$ cat src/rtl/rhd_pkg.sv
// RHD2000 command encodings, init register table and sequencer phases.
// Shared by the command sequencer and its SPI transaction engine.
package rhd_pkg;

  localparam int INIT_LEN = 18;

  localparam logic [1:0] OP_CONVERT = 2'b00;
  localparam logic [1:0] OP_WRITE   = 2'b10;
  localparam logic [1:0] OP_READ    = 2'b11;

  localparam logic [15:0] CMD_CALIBRATE = 16'h5500;
  localparam logic [15:0] CMD_DUMMY     = 16'hE800;

  typedef enum logic [2:0] {
    PH_IDLE,
    PH_INIT,
    PH_CAL,
    PH_CAL_DUMMY,
    PH_RUN
  } phase_e;

  // {reg[5:0], data[7:0]}
  typedef logic [13:0] rom_entry_t;

  localparam rom_entry_t INIT_ROM [INIT_LEN] = '{
    {6'd0,  8'hDE},
    {6'd1,  8'h02},
    {6'd2,  8'h04},
    {6'd3,  8'h00},
    {6'd4,  8'h16},
    {6'd5,  8'h00},
    {6'd6,  8'h00},
    {6'd7,  8'h00},
    {6'd8,  8'h16},
    {6'd9,  8'h17},
    {6'd10, 8'hA8},
    {6'd11, 8'h0A},
    {6'd12, 8'h11},
    {6'd13, 8'h00},
    {6'd14, 8'hFF},
    {6'd15, 8'hFF},
    {6'd16, 8'hFF},
    {6'd17, 8'hFF}
  };

  function automatic logic [15:0] enc_write(
    input logic [5:0] r,
    input logic [7:0] d
  );
    return {OP_WRITE, r, d};
  endfunction

  function automatic logic [15:0] enc_read(
    input logic [5:0] r
  );
    return {OP_READ, r, 8'h00};
  endfunction

  function automatic logic [15:0] enc_convert(
    input logic [5:0] ch
  );
    return {OP_CONVERT, ch, 8'h00};
  endfunction

endpackage

$ cat src/rtl/rhd_spi_handshake.sv
// One SPI master transaction per request: issue, wait done rise, wait done fall.
// Shared by every sequencer phase.
module rhd_spi_handshake (
  input  logic        clk,
  input  logic        rst,
  input  logic        i_req,
  input  logic [15:0] i_cmd,
  input  logic        i_spi_done,
  input  logic [31:0] i_spi_rx,
  output logic        o_spi_start,
  output logic [15:0] o_spi_cmd,
  output logic        o_ack,
  output logic        o_cap,
  output logic [31:0] o_rx
);

  typedef enum logic [1:0] {
    HS_IDLE,
    HS_ISSUE,
    HS_WAIT_HI,
    HS_WAIT_LO
  } hs_e;

  hs_e  r_state;
  logic r_done_q;

  always_ff @(posedge clk) begin
    if (rst) begin
      r_state     <= HS_IDLE;
      r_done_q    <= 1'b0;
      o_spi_start <= 1'b0;
      o_spi_cmd   <= 16'h0000;
      o_ack       <= 1'b0;
      o_cap       <= 1'b0;
      o_rx        <= 32'h0;
    end else begin
      r_done_q    <= i_spi_done;
      o_spi_start <= 1'b0;
      o_ack       <= 1'b0;
      o_cap       <= 1'b0;
      unique case (r_state)
        HS_IDLE: begin
          if (i_req) begin
            o_spi_cmd <= i_cmd;
            r_state   <= HS_ISSUE;
          end
        end
        // a master still holding done from before must release it first
        HS_ISSUE: begin
          if (!i_spi_done) begin
            o_spi_start <= 1'b1;
            r_state     <= HS_WAIT_HI;
          end
        end
        HS_WAIT_HI: begin
          if (i_spi_done && !r_done_q) begin
            o_rx    <= i_spi_rx;
            o_cap   <= 1'b1;
            r_state <= HS_WAIT_LO;
          end
        end
        HS_WAIT_LO: begin
          if (!i_spi_done) begin
            o_ack   <= 1'b1;
            r_state <= HS_IDLE;
          end
        end
        default: r_state <= HS_IDLE;
      endcase
    end
  end

endmodule

$ cat src/rtl/rhd_cmd_sequencer.sv
// RHD2000 command sequencer: init writes, calibration, then CONVERT loop.
// Results are tagged with the channel issued two transactions earlier.
module rhd_cmd_sequencer
  import rhd_pkg::*;
#(
  parameter int NUM_CHANNELS = 32,
  parameter int CAL_DUMMIES  = 9,
  parameter int PIPE_DEPTH   = 2
) (
  input  logic        clk,
  input  logic        rst,
  input  logic        enable,
  output logic        spi_start,
  output logic [15:0] spi_cmd,
  input  logic        spi_done,
  input  logic [31:0] spi_rx,
  output logic        init_done,
  output logic        sample_valid,
  output logic [5:0]  sample_channel,
  output logic [15:0] sample_a,
  output logic [15:0] sample_b,
  output logic        frame_start,
  output logic [31:0] frame_count
);

  localparam int FRAME_LEN = NUM_CHANNELS + PIPE_DEPTH;

  phase_e      r_phase;
  logic [6:0]  r_idx;
  logic        r_busy;
  logic        r_req;

  logic        w_ack;
  logic        w_cap;
  logic [31:0] w_rx;
  logic [15:0] w_cmd;
  rom_entry_t  w_rom;
  logic        w_last_init;
  logic        w_last_cal;
  logic        w_last_dummy;
  logic        w_last_frame;
  logic        w_tagged;

  assign w_rom = INIT_ROM[r_idx[4:0]];

  always_comb begin
    w_cmd = CMD_DUMMY;
    unique case (r_phase)
      PH_INIT: w_cmd = enc_write(w_rom[13:8], w_rom[7:0]);
      PH_CAL:  w_cmd = CMD_CALIBRATE;
      PH_RUN: begin
        if (r_idx < 7'(NUM_CHANNELS))
          w_cmd = enc_convert(r_idx[5:0]);
      end
      default: w_cmd = CMD_DUMMY;
    endcase
  end

  assign w_last_init  = (r_phase == PH_INIT) &&
                        (r_idx == 7'(INIT_LEN - 1));
  assign w_last_cal   = (r_phase == PH_CAL);
  assign w_last_dummy = (r_phase == PH_CAL_DUMMY) &&
                        (r_idx == 7'(CAL_DUMMIES - 1));
  assign w_last_frame = (r_phase == PH_RUN) &&
                        (r_idx == 7'(FRAME_LEN - 1));
  // first PIPE_DEPTH results of a frame belong to the previous frame
  assign w_tagged     = w_cap && (r_phase == PH_RUN) &&
                        (r_idx >= 7'(PIPE_DEPTH));

  rhd_spi_handshake u_hs (
    .clk         (clk),
    .rst         (rst),
    .i_req       (r_req),
    .i_cmd       (w_cmd),
    .i_spi_done  (spi_done),
    .i_spi_rx    (spi_rx),
    .o_spi_start (spi_start),
    .o_spi_cmd   (spi_cmd),
    .o_ack       (w_ack),
    .o_cap       (w_cap),
    .o_rx        (w_rx)
  );

  always_ff @(posedge clk) begin
    if (rst) begin
      r_phase        <= PH_IDLE;
      r_idx          <= 7'd0;
      r_busy         <= 1'b0;
      r_req          <= 1'b0;
      init_done      <= 1'b0;
      sample_valid   <= 1'b0;
      sample_channel <= 6'd0;
      sample_a       <= 16'h0;
      sample_b       <= 16'h0;
      frame_start    <= 1'b0;
      frame_count    <= 32'd0;
    end else begin
      r_req        <= 1'b0;
      sample_valid <= 1'b0;
      frame_start  <= 1'b0;

      if (w_tagged) begin
        sample_valid   <= 1'b1;
        sample_channel <= 6'(r_idx - 7'(PIPE_DEPTH));
        sample_a       <= w_rx[31:16];
        sample_b       <= w_rx[15:0];
        frame_start    <= (r_idx == 7'(PIPE_DEPTH));
        if (w_last_frame)
          frame_count <= frame_count + 32'd1;
      end

      unique case (r_phase)
        PH_IDLE: begin
          if (enable) begin
            r_phase <= init_done ? PH_RUN : PH_INIT;
            r_idx   <= 7'd0;
          end
        end
        default: begin
          if (!r_busy) begin
            r_req  <= 1'b1;
            r_busy <= 1'b1;
          end else if (w_ack) begin
            r_busy <= 1'b0;
            r_idx  <= r_idx + 7'd1;
            unique case (1'b1)
              w_last_init: begin
                r_phase <= PH_CAL;
                r_idx   <= 7'd0;
              end
              w_last_cal: begin
                r_phase <= PH_CAL_DUMMY;
                r_idx   <= 7'd0;
              end
              w_last_dummy: begin
                init_done <= 1'b1;
                r_phase   <= enable ? PH_RUN : PH_IDLE;
                r_idx     <= 7'd0;
              end
              w_last_frame: begin
                r_phase <= enable ? PH_RUN : PH_IDLE;
                r_idx   <= 7'd0;
              end
              default: ;
            endcase
          end
        end
      endcase
    end
  end

endmodule

$ cat config.mk
export PLATFORM = sky130hd
export DESIGN_NAME = rhd_cmd_sequencer
export DESIGN_NICKNAME = d
export VERILOG_FILES = /design/src/rtl/rhd_pkg.sv /design/src/rtl/rhd_spi_handshake.sv /design/src/rtl/rhd_cmd_sequencer.sv
export SDC_FILE = /design/constraint.sdc
export NUM_CORES = 1
export LEC_CHECK = 0
export ABC_AREA = 1
export CORE_MARGIN = 8
export CORE_UTILIZATION = 50
export CTS_CLUSTER_SIZE = 28
export DETAILED_ROUTE_END_ITERATION = 8
export GPL_TIMING_DRIVEN = 0
export PLACE_DENSITY_LB_ADDON = 0.3
export SYNTH_ARGS = -nofsm -noshare
export SYNTH_HDL_FRONTEND = slang
export SYNTH_SLANG_ARGS = --single-unit
$ cat constraint.sdc
create_clock -name clk -period 2.1 [get_ports clk]
set_clock_uncertainty 0.1 [all_clocks]
set_input_delay 0.42 -clock clk [delete_from_list [all_inputs] [get_ports clk]]
set_output_delay 0.42 -clock clk [all_outputs]
set_load 0.02 [all_outputs]
==> flow_summary.json <==
{
  "timing_hold_violations_final": 0,
  "post_synth_num_cell_types": 36,
  "detail_route.wl_per_cell_um": 14.0,
  "cp_cell_sequence": "clkdlybuf4s50_1",
  "drc_errors": 0,
  "synthArstFlopShare_pct": 0,
  "rows": 41,
  "post_synth_top_area_cell": "sky130_fd_sc_hd__dfxtp_1",
  "min_path_type": "primary input to flop",
  "synth-seq-cells": 139,
  "grt.overflow.total": 0,
  "finish.instance_area_sq_um": 8470,
  "setup_viol_count_final": 0,
  "clk_lat_worst_skew_ns": 0.42,
  "rd_place_congestion": 0.903,
  "timing.critical_path.depth": 1,
  "drt_wl_total_mm": 17.0,
  "number_of_global_route_vias_before_repair": 5791,
  "post_synthesis_instance_total": 882,
  "area_fraction_of_the_dominant_cell_type_after_synthesis_pct": 43.7,
  "grt_max_degree": 17,
  "worst_path_dominant_cell_family": "buffers and inverters",
  "detailedPlacementHpwl_mm": 12.5,
  "final_net_count": 1081,
  "synth_top_cells_by_area": "sky130_fd_sc_hd__dfxtp_1 (44%), sky130_fd_sc_hd__nand2_1 (11%), sky130_fd_sc_hd__a21oi_1 (8.1%)",
  "unrepaired_setup_endpoints_after_global_routing": "no",
  "post-route-min-period_ns": 2.03,
  "count_of_flip_flops_with_a_built_in_enable_after_synthesis": 0,
  "ioPinCount": 126,
  "drv_slew": 0,
  "critical-path-slowest-cell": "sky130_fd_sc_hd__clkdlybuf4s50_1",
  "cp_max_fo": 5,
  "drt_iter0_drc": 417,
  "wire_length_of_the_first_global_routing_pass_mm": 27.6,
  "initial_utilization_pct": 50.8,
  "die_height_um": 129,
  "cts.clk_slew.worst_paths_ns": 0.06,
  "cts_buffers": 17,
  "numPortBuffers": 124,
  "antenna_found_initial": 0,
  "areaGrowthSynthToFinish_pct": 33.1,
  "die_width_um": 129,
  "synth_area_sq_um": 6360,
  "drv_cap": 0,
  "yosysWarningCount": 0,
  "power_per_cell_area_nw_per_um2": 834,
  "design.die.area_sq_um": 16600,
  "syn_nets": 933,
  "timing.fmax_mhz": 492,
  "clock_root_buffer_master": "sky130_fd_sc_hd__clkbuf_16",
  "worst-endpoint-arrival_ns": 1.51,
  "diodes": 0,
  "peakVddDrop_mv": 0.610,
  "primary_ff_master_synth": "sky130_fd_sc_hd__dfxtp_1",
  "drt.antenna.violating_nets": 0,
  "h-tree-depth": 4,
  "grt.total_usage_pct": 20.6,
  "standby_leakage_power_nw": 3.27,
  "fin_crit_share_pct": 96.8,
  "avgViaCountPerCell": 5.04,
  "outcome": "complete, no violations",
  "share_of_final_layout_standard_cells_stronger_than_drive_strength_1_pct": 10.2,
  "maxSlewHeadroom_pct": 57.3,
  "clockBufferDepth": 2,
  "critical_path_buf_inv_count": 1,
  "clock-sinks": 139,
  "power.total_mw": 7.06,
  "post_synth.cell_area_avg_sq_um": 7.21,
  "tritoncts": "done",
  "synth-seq-area-share_pct": 43.7,
  "critPathRequiredTime_ns": 1.58,
  "via_count": 6113,
  "critPathMaxStageDelay_ns": 0.65,
  "drt_pass1_iterations": 5,
  "timing.critical_path.from_type": "flop",
  "holdPathStages": 2,
  "r2r_cells": 13,
  "place_area_sq_um": 7820,
  "criticalPathCategory": "flop to output port",
  "fp.coreArea_sq_um": 12500,
  "worst_margin_pin_slew_ns": 0.641,
  "setup.worst_path.end_class": "output port"
}
## flip-flops by register name (all words and copies together), names as in the netlist, 2 cells and up
signal	count
frame_count	32
r_idx	7
r_phase	3
sample_a	16
sample_b	16
sample_channel	6
u_hs.o_rx	32
u_hs.o_spi_cmd	16
u_hs.r_state	2
## through the flow
stage          util [%]  setup WS, ns  setup TNS, ns  cells  hold WS, ns
5_1_grt            67.6       0.00105              0   1214        0.353
2_1_floorplan         -         0.308              0    882        0.317
6_report           67.6        0.0681              0   1214        0.336
4_1_cts            66.9        0.0138              0   1209        0.317
3_5_place_dp       62.5        -0.179          -5.53   1178        0.339
3_3_place_gp       62.5        -0.131          -3.40   1178        0.332
## kinds of logic (layout without fill, tap and decap cells)
family          after synthesis  count (layout)  synth area share [%]
xor+xnor                     13              13                  1.79
flops                       139             139                  43.7
buf+inv                     141             301                  9.48
simple gates                360             360                  24.1
fa+ha+maj                    15              15                  2.95
compound gates              214             214                  17.9
## path summary, 6_finish.rpt
check	slack [ns]	start	endpoint
min reg2reg	0.35	u_hs.o_rx[23]$_SDFFE_PP0P_	u_hs.o_rx[23]$_SDFFE_PP0P_
max reg2reg	0.15	r_idx[2]$_SDFFE_PP0P_	sample_channel[4]$_SDFFE_PP0P_
max	0.07	frame_count[23]$_SDFFE_PP0P_	frame_count[23]
min	0.34	rst	sample_valid$_SDFF_PP0_
## synth_stat cells, drive strengths merged (2+ instances only)
library cell / count
nand2: 205
dfxtp: 139
a21oi: 113
inv: 101
nor2: 97
o21ai: 89
nand3: 43
clkbuf: 24
buf: 15
ha: 15
xor2: 9
nand4: 6
nor3: 6
o211ai: 4
xnor2: 4
a31oi: 3
a211oi: 2
nand3b: 2
## power breakdown
part	total, mW	internal, mW	switching (mW)
sequential	2.99	2.86	0.126
clock	2.84	1.66	1.18
combinational	1.24	0.445	0.793
total	7.06	4.96	2.10
## repair_timing
| item | 4_1_cts | 5_1_grt |
|---|---|---|
| hold buffers | 0 | 0 |
| resized for setup | 2 | 40 |
| setup endpoints to repair | 36 | 80 |
| buffers inserted | 0 | 5 |
| pin swaps | 0 | 1 |
## per-layer routing
| layer | global-route usage, % | part of all wire [%] | vias up |
|---|---|---|---|
| met1 | 25.6 | 45 | 2735 |
| li1 | - | - | 3145 |
| met4 | 7.33 | 1.6 | 0 |
| met5 | 0 | 0 | - |
| met2 | 32.0 | 44 | 210 |
| met3 | 7.90 | 9.7 | 23 |
## cells in the final DEF (no fill, tap or decap), drive strengths merged, types with 6 or more instances in the layout
cell,netlist,final
nor2,97,97
dfxtp,139,139
nand4,6,6
clkdlybuf4s50,0,121
buf,15,19
nand2,205,205
inv,101,105
clkbuf,24,43
ha,15,15
nand3,43,43
a21oi,113,113
o21ai,89,89
nor3,6,6
xor2,9,9
## cell type report
cell class              instances  area, sq um
well taps                     172          215
clock buffers                  18          439
inverters                     102          387
repair buffers                129         1290
multi-input cells             602         2990
plain buffers                  39          241
clock inverters                13          119
flip-flops and latches        139         2790
fillers                      1083         4050
(Power assumes the default switching activity.)
